==> src/rtl/lw_sha_pkg.sv <==
// Shared SHA/HMAC definitions: algorithm encodings and per-algorithm digest
// geometry (word count and bytes used in the final word) for S64 and S32 cores.
package lw_sha_pkg;

  typedef enum logic [2:0] {
    ALGO_SHA256     = 3'd0,
    ALGO_SHA224     = 3'd1,
    ALGO_SHA512     = 3'd2,
    ALGO_SHA384     = 3'd3,
    ALGO_SHA512_256 = 3'd4,
    ALGO_SHA512_224 = 3'd5,
    ALGO_RSVD6      = 3'd6,
    ALGO_RSVD7      = 3'd7
  } algo_e;

  typedef enum logic {
    ST_IDLE   = 1'b0,
    ST_STREAM = 1'b1
  } unload_state_e;

  // First index selects the core build: 0 = S64, 1 = S32 (only codes 0/1 exist).
  localparam logic [3:0] DIGEST_WORDS [2][8] = '{
    '{4'd4, 4'd4, 4'd8, 4'd6, 4'd4, 4'd4, 4'd0, 4'd0},
    '{4'd8, 4'd7, 4'd0, 4'd0, 4'd0, 4'd0, 4'd0, 4'd0}
  };

  localparam logic [3:0] LAST_BYTES [2][8] = '{
    '{4'd8, 4'd4, 4'd8, 4'd8, 4'd8, 4'd4, 4'd0, 4'd0},
    '{4'd4, 4'd4, 4'd0, 4'd0, 4'd0, 4'd0, 4'd0, 4'd0}
  };

  function automatic logic algo_invalid(input algo_e algo, input logic is_s32);
    if (is_s32) return (algo > ALGO_SHA224);
    return (algo == ALGO_RSVD6) || (algo == ALGO_RSVD7);
  endfunction

endpackage

==> src/rtl/lw_edge_rise.sv <==
// Rising-edge detector for level-held status strobes, synchronous active-high reset.
module lw_edge_rise (
  input  logic clk_i,
  input  logic reset_i,
  input  logic level_i,
  output logic rise_o
);

  logic level_q;

  always_ff @(posedge clk_i) begin
    // NOTE: sequential state is always written with <= so every flop samples
    // the pre-edge values regardless of statement order.
    if (reset_i) level_q <= 1'b0;
    else         level_q <= level_i;
  end

  assign rise_o = level_i & ~level_q;

endmodule

==> src/rtl/lw_digest_unloader.sv <==
// Captures the engine digest bank on the rise of done and streams the words used
// by the active algorithm. Optional LW_DIGEST_ZEROIZE_EN scrubs sent/aborted words.
module lw_digest_unloader
  import lw_sha_pkg::*;
#(
  parameter int WORD_W = 64,
  parameter int OPC_W  = 4
) (
  input  logic                   clk_i,
  input  logic                   reset_i,
  input  logic                   start_i,
  input  logic [OPC_W-1:0]       opcode_i,
  input  logic                   abort_i,
  input  logic [7:0][WORD_W-1:0] hash_i,
  input  logic                   done_i,
  output logic [WORD_W-1:0]      dout_o,
  output logic                   dout_valid_o,
  input  logic                   dout_ready_i,
  output logic                   dout_last_o,
  output logic [3:0]             dout_bytes_o,
  output logic                   busy_o,
  output logic                   overrun_o
);

  localparam logic       IS_S32         = (WORD_W == 32);
  localparam logic [3:0] BYTES_PER_WORD = 4'(WORD_W / 8);

  unload_state_e       state_q, state_d;
  algo_e               algo_q;
  logic [WORD_W-1:0]   buf_q [8];
  logic [2:0]          idx_q;
  logic [3:0]          words_left_q;
  logic                overrun_q;
  logic                done_rise;
  logic                xfer;
  logic                capture;
  logic [2:0]          opc_algo;
  logic                unused_hmac;
  logic                valid_w;
  logic                last_w;
  logic [3:0]          bytes_w;
  logic [WORD_W-1:0]   word_w;

  lw_edge_rise u_done_rise (
    .clk_i   (clk_i),
    .reset_i (reset_i),
    .level_i (done_i),
    .rise_o  (done_rise)
  );

  // The top opcode bit is the HMAC flag; the bits below it select the algorithm.
  always_comb begin
    opc_algo = '0;
    for (int i = 0; i < OPC_W - 1 && i < 3; i++) opc_algo[i] = opcode_i[i];
  end
  assign unused_hmac = opcode_i[OPC_W-1];

  assign xfer    = valid_w & dout_ready_i;
  assign capture = (state_q == ST_IDLE) && done_rise && !abort_i &&
                   !algo_invalid(algo_q, IS_S32);

  always_ff @(posedge clk_i) begin
    if (reset_i) state_q <= ST_IDLE;
    else         state_q <= state_d;
  end

  always_comb begin
    // NOTE: every combinational output gets a default first so no path can
    // leave it unassigned and infer a latch.
    state_d = state_q;
    case (state_q)
      ST_IDLE:   if (capture) state_d = ST_STREAM;
      ST_STREAM: if (xfer && words_left_q == 4'd1) state_d = ST_IDLE;
      default:   state_d = ST_IDLE;
    endcase
    if (abort_i) state_d = ST_IDLE;
  end

  always_ff @(posedge clk_i) begin
    if (reset_i) begin
      // NOTE: the digest buffer is reset explicitly; a reset must not leave
      // stale key-derived material readable on dout_o.
      for (int k = 0; k < 8; k++) buf_q[k] <= '0;
      idx_q        <= '0;
      words_left_q <= '0;
      algo_q       <= ALGO_SHA256;
      overrun_q    <= 1'b0;
    end else begin
      if (start_i && state_q == ST_IDLE) begin
        algo_q    <= algo_e'(opc_algo);
        overrun_q <= 1'b0;
      end
      if (abort_i) begin
        words_left_q <= '0;
`ifdef LW_DIGEST_ZEROIZE_EN
        for (int k = 0; k < 8; k++) buf_q[k] <= '0;
`endif
      end else if (capture) begin
        for (int k = 0; k < 8; k++) buf_q[k] <= hash_i[k];
        idx_q        <= 3'd7;
        words_left_q <= DIGEST_WORDS[IS_S32][algo_q];
      end else if (state_q == ST_STREAM) begin
        // A digest arriving mid-stream is dropped; the current stream wins.
        if (done_rise) overrun_q <= 1'b1;
        if (xfer) begin
          idx_q        <= idx_q - 3'd1;
          words_left_q <= words_left_q - 4'd1;
`ifdef LW_DIGEST_ZEROIZE_EN
          if (words_left_q == 4'd1) begin
            for (int k = 0; k < 8; k++) buf_q[k] <= '0;
          end else begin
            buf_q[idx_q] <= '0;
          end
`endif
        end
      end
    end
  end

  always_comb begin
    valid_w = (state_q == ST_STREAM);
    last_w  = valid_w && (words_left_q == 4'd1);
    bytes_w = '0;
    if (valid_w) bytes_w = last_w ? LAST_BYTES[IS_S32][algo_q] : BYTES_PER_WORD;
    word_w = buf_q[idx_q];
    // Partial final word: bytes are MSB-aligned, unused low bytes read as zero.
    for (int b = 0; b < WORD_W / 8; b++) begin
      if (last_w && b >= int'(bytes_w)) word_w[WORD_W-1-8*b -: 8] = '0;
    end
`ifdef LW_DIGEST_ZEROIZE_EN
    if (!valid_w) word_w = '0;
`endif
  end

  assign dout_o       = word_w;
  assign dout_valid_o = valid_w;
  assign dout_last_o  = last_w;
  assign dout_bytes_o = bytes_w;
  assign busy_o       = valid_w;
  assign overrun_o    = overrun_q;

endmodule

==> config.mk <==
export PLATFORM = sky130hd
export DESIGN_NAME = lw_digest_unloader
export DESIGN_NICKNAME = d
export VERILOG_FILES = /design/src/rtl/lw_sha_pkg.sv /design/src/rtl/lw_edge_rise.sv /design/src/rtl/lw_digest_unloader.sv
export SDC_FILE = /design/constraint.sdc
export NUM_CORES = 1
export LEC_CHECK = 0
export CAP_MARGIN = 20
export CORE_MARGIN = 2
export CORE_UTILIZATION = 24
export DETAILED_ROUTE_END_ITERATION = 10
export GPL_TIMING_DRIVEN = 0
export PLACE_DENSITY_LB_ADDON = 0.2
export SLEW_MARGIN = 20
export SYNTH_ARGS = -nofsm -noshare
export SYNTH_HDL_FRONTEND = slang
export SYNTH_HIERARCHICAL = 1
export SYNTH_SLANG_ARGS = --single-unit
==> constraint.sdc <==
create_clock -name clk_i -period 47.8 [get_ports clk_i]
set_input_delay 9.56 -clock clk_i [delete_from_list [all_inputs] [get_ports clk_i]]
set_output_delay 9.56 -clock clk_i [all_outputs]
set_load 0.01 [all_outputs]
==> run_results.csv <==
group,metric,value,unit
global_route,grt_usage,0.169,
job,max-cap-violations,0,
sta,skew,24.4,ps
logic_synthesis,avgSynthCellArea,15.3,µm²
global_route,antenna_found_initial,26,
logic_synthesis,ys_ff_latch,528,
global_route,grt_overflow,0,
cts,clock_path_buffers,3,
setup_path,rr_worst_depth,10,
sta,max-slew-margin-rel,0.308,
floorplanning,io_pins,594,
layout,final_cell_mix,"clkdlybuf4s50_1, edfxtp_1, and2_1",
detailed_routing,drt_wl_total,87300,µm
cts,clk_pin_slew,50,ps
floorplanning,core.rowCount,115,
sta,fin_hold_ws,490,ps
sta,finalCriticalPeriod,13370,ps
setup_path,critPathArrivalTime,13650,ps
sta,rsz0062_at_grt,"no",
floorplanning,die_area,0.101,mm²
floorplanning,die_w,318,µm
cts,postCtsHoldBufs,0,
sta,slew_violations,0,
floorplanning,initial_core_util,0.242,
detailed_routing,via_count,15494,
sta,hold_viol_final,0,
logic_synthesis,synthDistinctLibCells,40,
detailed_routing,dr.pass1.iters,5,
detailed_routing,drc,0,
status,status,"complete, no violations",
cts,numClockSinks,528,
cts,ctsRootBufferMaster,"clkbuf_16",
logic_synthesis,synth_flop_cell,"edfxtp_1",
layout,post-route-util,0.345,
logic_synthesis,synth_edf_count,512,
setup_path,crit_path_start_kind,"input pin",
power_and_ir_drop,powerDensity,35.5,mW/mm²
placement,placedCellCount,3448,
cts,cts_setup_buffers,0,
cts,h-tree-depth,3,
detailed_routing,ant_nets,0,
logic_synthesis,syn_area,0.0237,mm²
floorplanning,core,0.0981,mm²
layout,layout.nets,2754,
floorplanning,chipHeight,318,µm
min_path,hold_depth,1,
setup_path,critPathMaxFanout,28,
detailed_routing,avgViaCountPerCell,4.33,
global_route,grt_start_max_net_pins,29,
sta,fmax,74.8,MHz
cts,cts_made_buffers,66,
placement,hpwl,65400,µm
layout,layout_commonest_cell,"clkdlybuf4s50_1",
logic_synthesis,syn_inst,1548,
min_path,holdPathEnd,"idx_q[1]",
cts,cts_resized,0,
logic_synthesis,ys_seq_area_frac,0.661,
min_path,hold_path_class,"reg2reg",
cts,cts_tree,"built",
setup_path,rrSetupSlack,44400,ps
sta,worst_pin_slew,1040,ps
power_and_ir_drop,p_leak,12.2,nW
layout,area_growth,42.6,%
cts,clk_latency,610,ps
setup_path,r2r-end,"buf_q[2][57]",
layout,drive_above_1_share,0.113,
logic_synthesis,synthArstFlopShare,0,
setup_path,crit_type,"in2reg",
global_route,grt_pass1_vias,17151,
power_and_ir_drop,vdd_drop_max,0.0000224,V
detailed_routing,drt-initial-drc-count,949,
detailed_routing,wl_per_cell,24.4,µm
logic_synthesis,yosysWarnings,6,
setup_path,cp.required,48090,ps
sta,fin_crit_sh,0.280,
placement,numPortBuffers,590,
global_route,grt_pass1_wl,122000,µm
setup_path,r2r-start,"busy_o",
sta,fin_setup_tns,0,ps
layout,fin_cells,3576,
sta,setup_viol,0,
placement,gp_congestion,0.776,
min_path,min_from,"idx_q[1]",
setup_path,cp-end-kind,"flop",
## state kept, by name, summed over array words and instances (netlist names), named ones only
register and flops:
algo_q 3, buf_q 512, busy_o 1, idx_q 3, overrun_o 1, u_done_rise/level_q 1
words_left_q 4
## cell usage after synthesis (9+ instances only)
| library cell | count | area [µm²] |
|---|---|---|
| buf_2 | 12 | 60.1 |
| mux2i_1 | 129 | 1290 |
| edfxtp_1 | 512 | 15400 |
| a22oi_1 | 63 | 473 |
| clkbuf_1 | 38 | 143 |
| buf_4 | 12 | 90.1 |
| a22o_1 | 32 | 280 |
| a21oi_1 | 9 | 45.0 |
| clkbuf_2 | 36 | 180 |
| buf_6 | 17 | 191 |
| nor2b_1 | 133 | 832 |
| dfxtp_1 | 16 | 320 |
| and3_1 | 31 | 194 |
| mux4_2 | 65 | 1460 |
| and2_1 | 386 | 2410 |
## worst max path at each step
| stage | end | from |
|---|---|---|
| floorplan | buf_q[0][0] | done_i |
| global placement | buf_q[0][10] | done_i |
| detailed placement | buf_q[2][60] | reset_i |
| CTS | buf_q[3][54] | reset_i |
| global route | buf_q[0][57] | reset_i |
| finish | buf_q[2][57] | reset_i |
## layout make-up
| cell class | instances | area, µm² |
|---|---|---|
| clock buffer | 82 | 1710 |
| timing repair buffer | 612 | 6430 |
| antenna | 10 | 25.0 |
| tap | 1287 | 1610 |
| clock inverter | 36 | 309 |
| inverter | 5 | 18.8 |
| multi-input combinational | 901 | 7360 |
| sequential | 528 | 15700 |
| fill | 9593 | 64300 |
| buffer | 115 | 666 |
## stage by stage
stage	total power, W	setup WS [ps]	area (µm²)
after global placement	0.000765	2160	31200
after global routing	0.00124	34220	33800
after floorplan	0.000654	12870	23700
final	0.00120	34430	33800
after detailed placement	0.000736	33720	31800
after CTS	0.00122	34350	33800
## critical path, stage by stage
cell and delay (ps):
clkdlybuf4s50_1 540, buf_2 590, clkbuf_1 690, clkbuf_1 470
o21bai_4 440, buf_16 250, buf_16 190, buf_12 210
buf_12 210, buf_12 210, buf_12 210
## cells by family after synthesis
family | after synthesis | synth area share
simple gates | 584 | 0.154
flops | 528 | 0.661
mux | 194 | 0.116
buf+inv | 120 | 0.0288
compound gates | 117 | 0.0376
fa+ha+maj | 3 | 0.00158
other cells | 1 | 0.000158
xor+xnor | 1 | 0.000369
## routing by layer
layer  GRT usage  share of wire  routed length [µm]  vias up
met5           0         0.0021                 179        -
met4      0.0510          0.023                1990       28
met3      0.0411          0.061                5290      120
met2       0.295           0.50               43900      530
met1       0.205           0.41               35900     7725
li1            -              -                   -     7091
## power by group
part           internal [W]  switching, W
clock              0.000277      0.000200
combinational     0.0000958     0.0000772
sequential         0.000541    0.00000864
total              0.000914      0.000286
No activity file was read; power rests on OpenSTA's default activity.
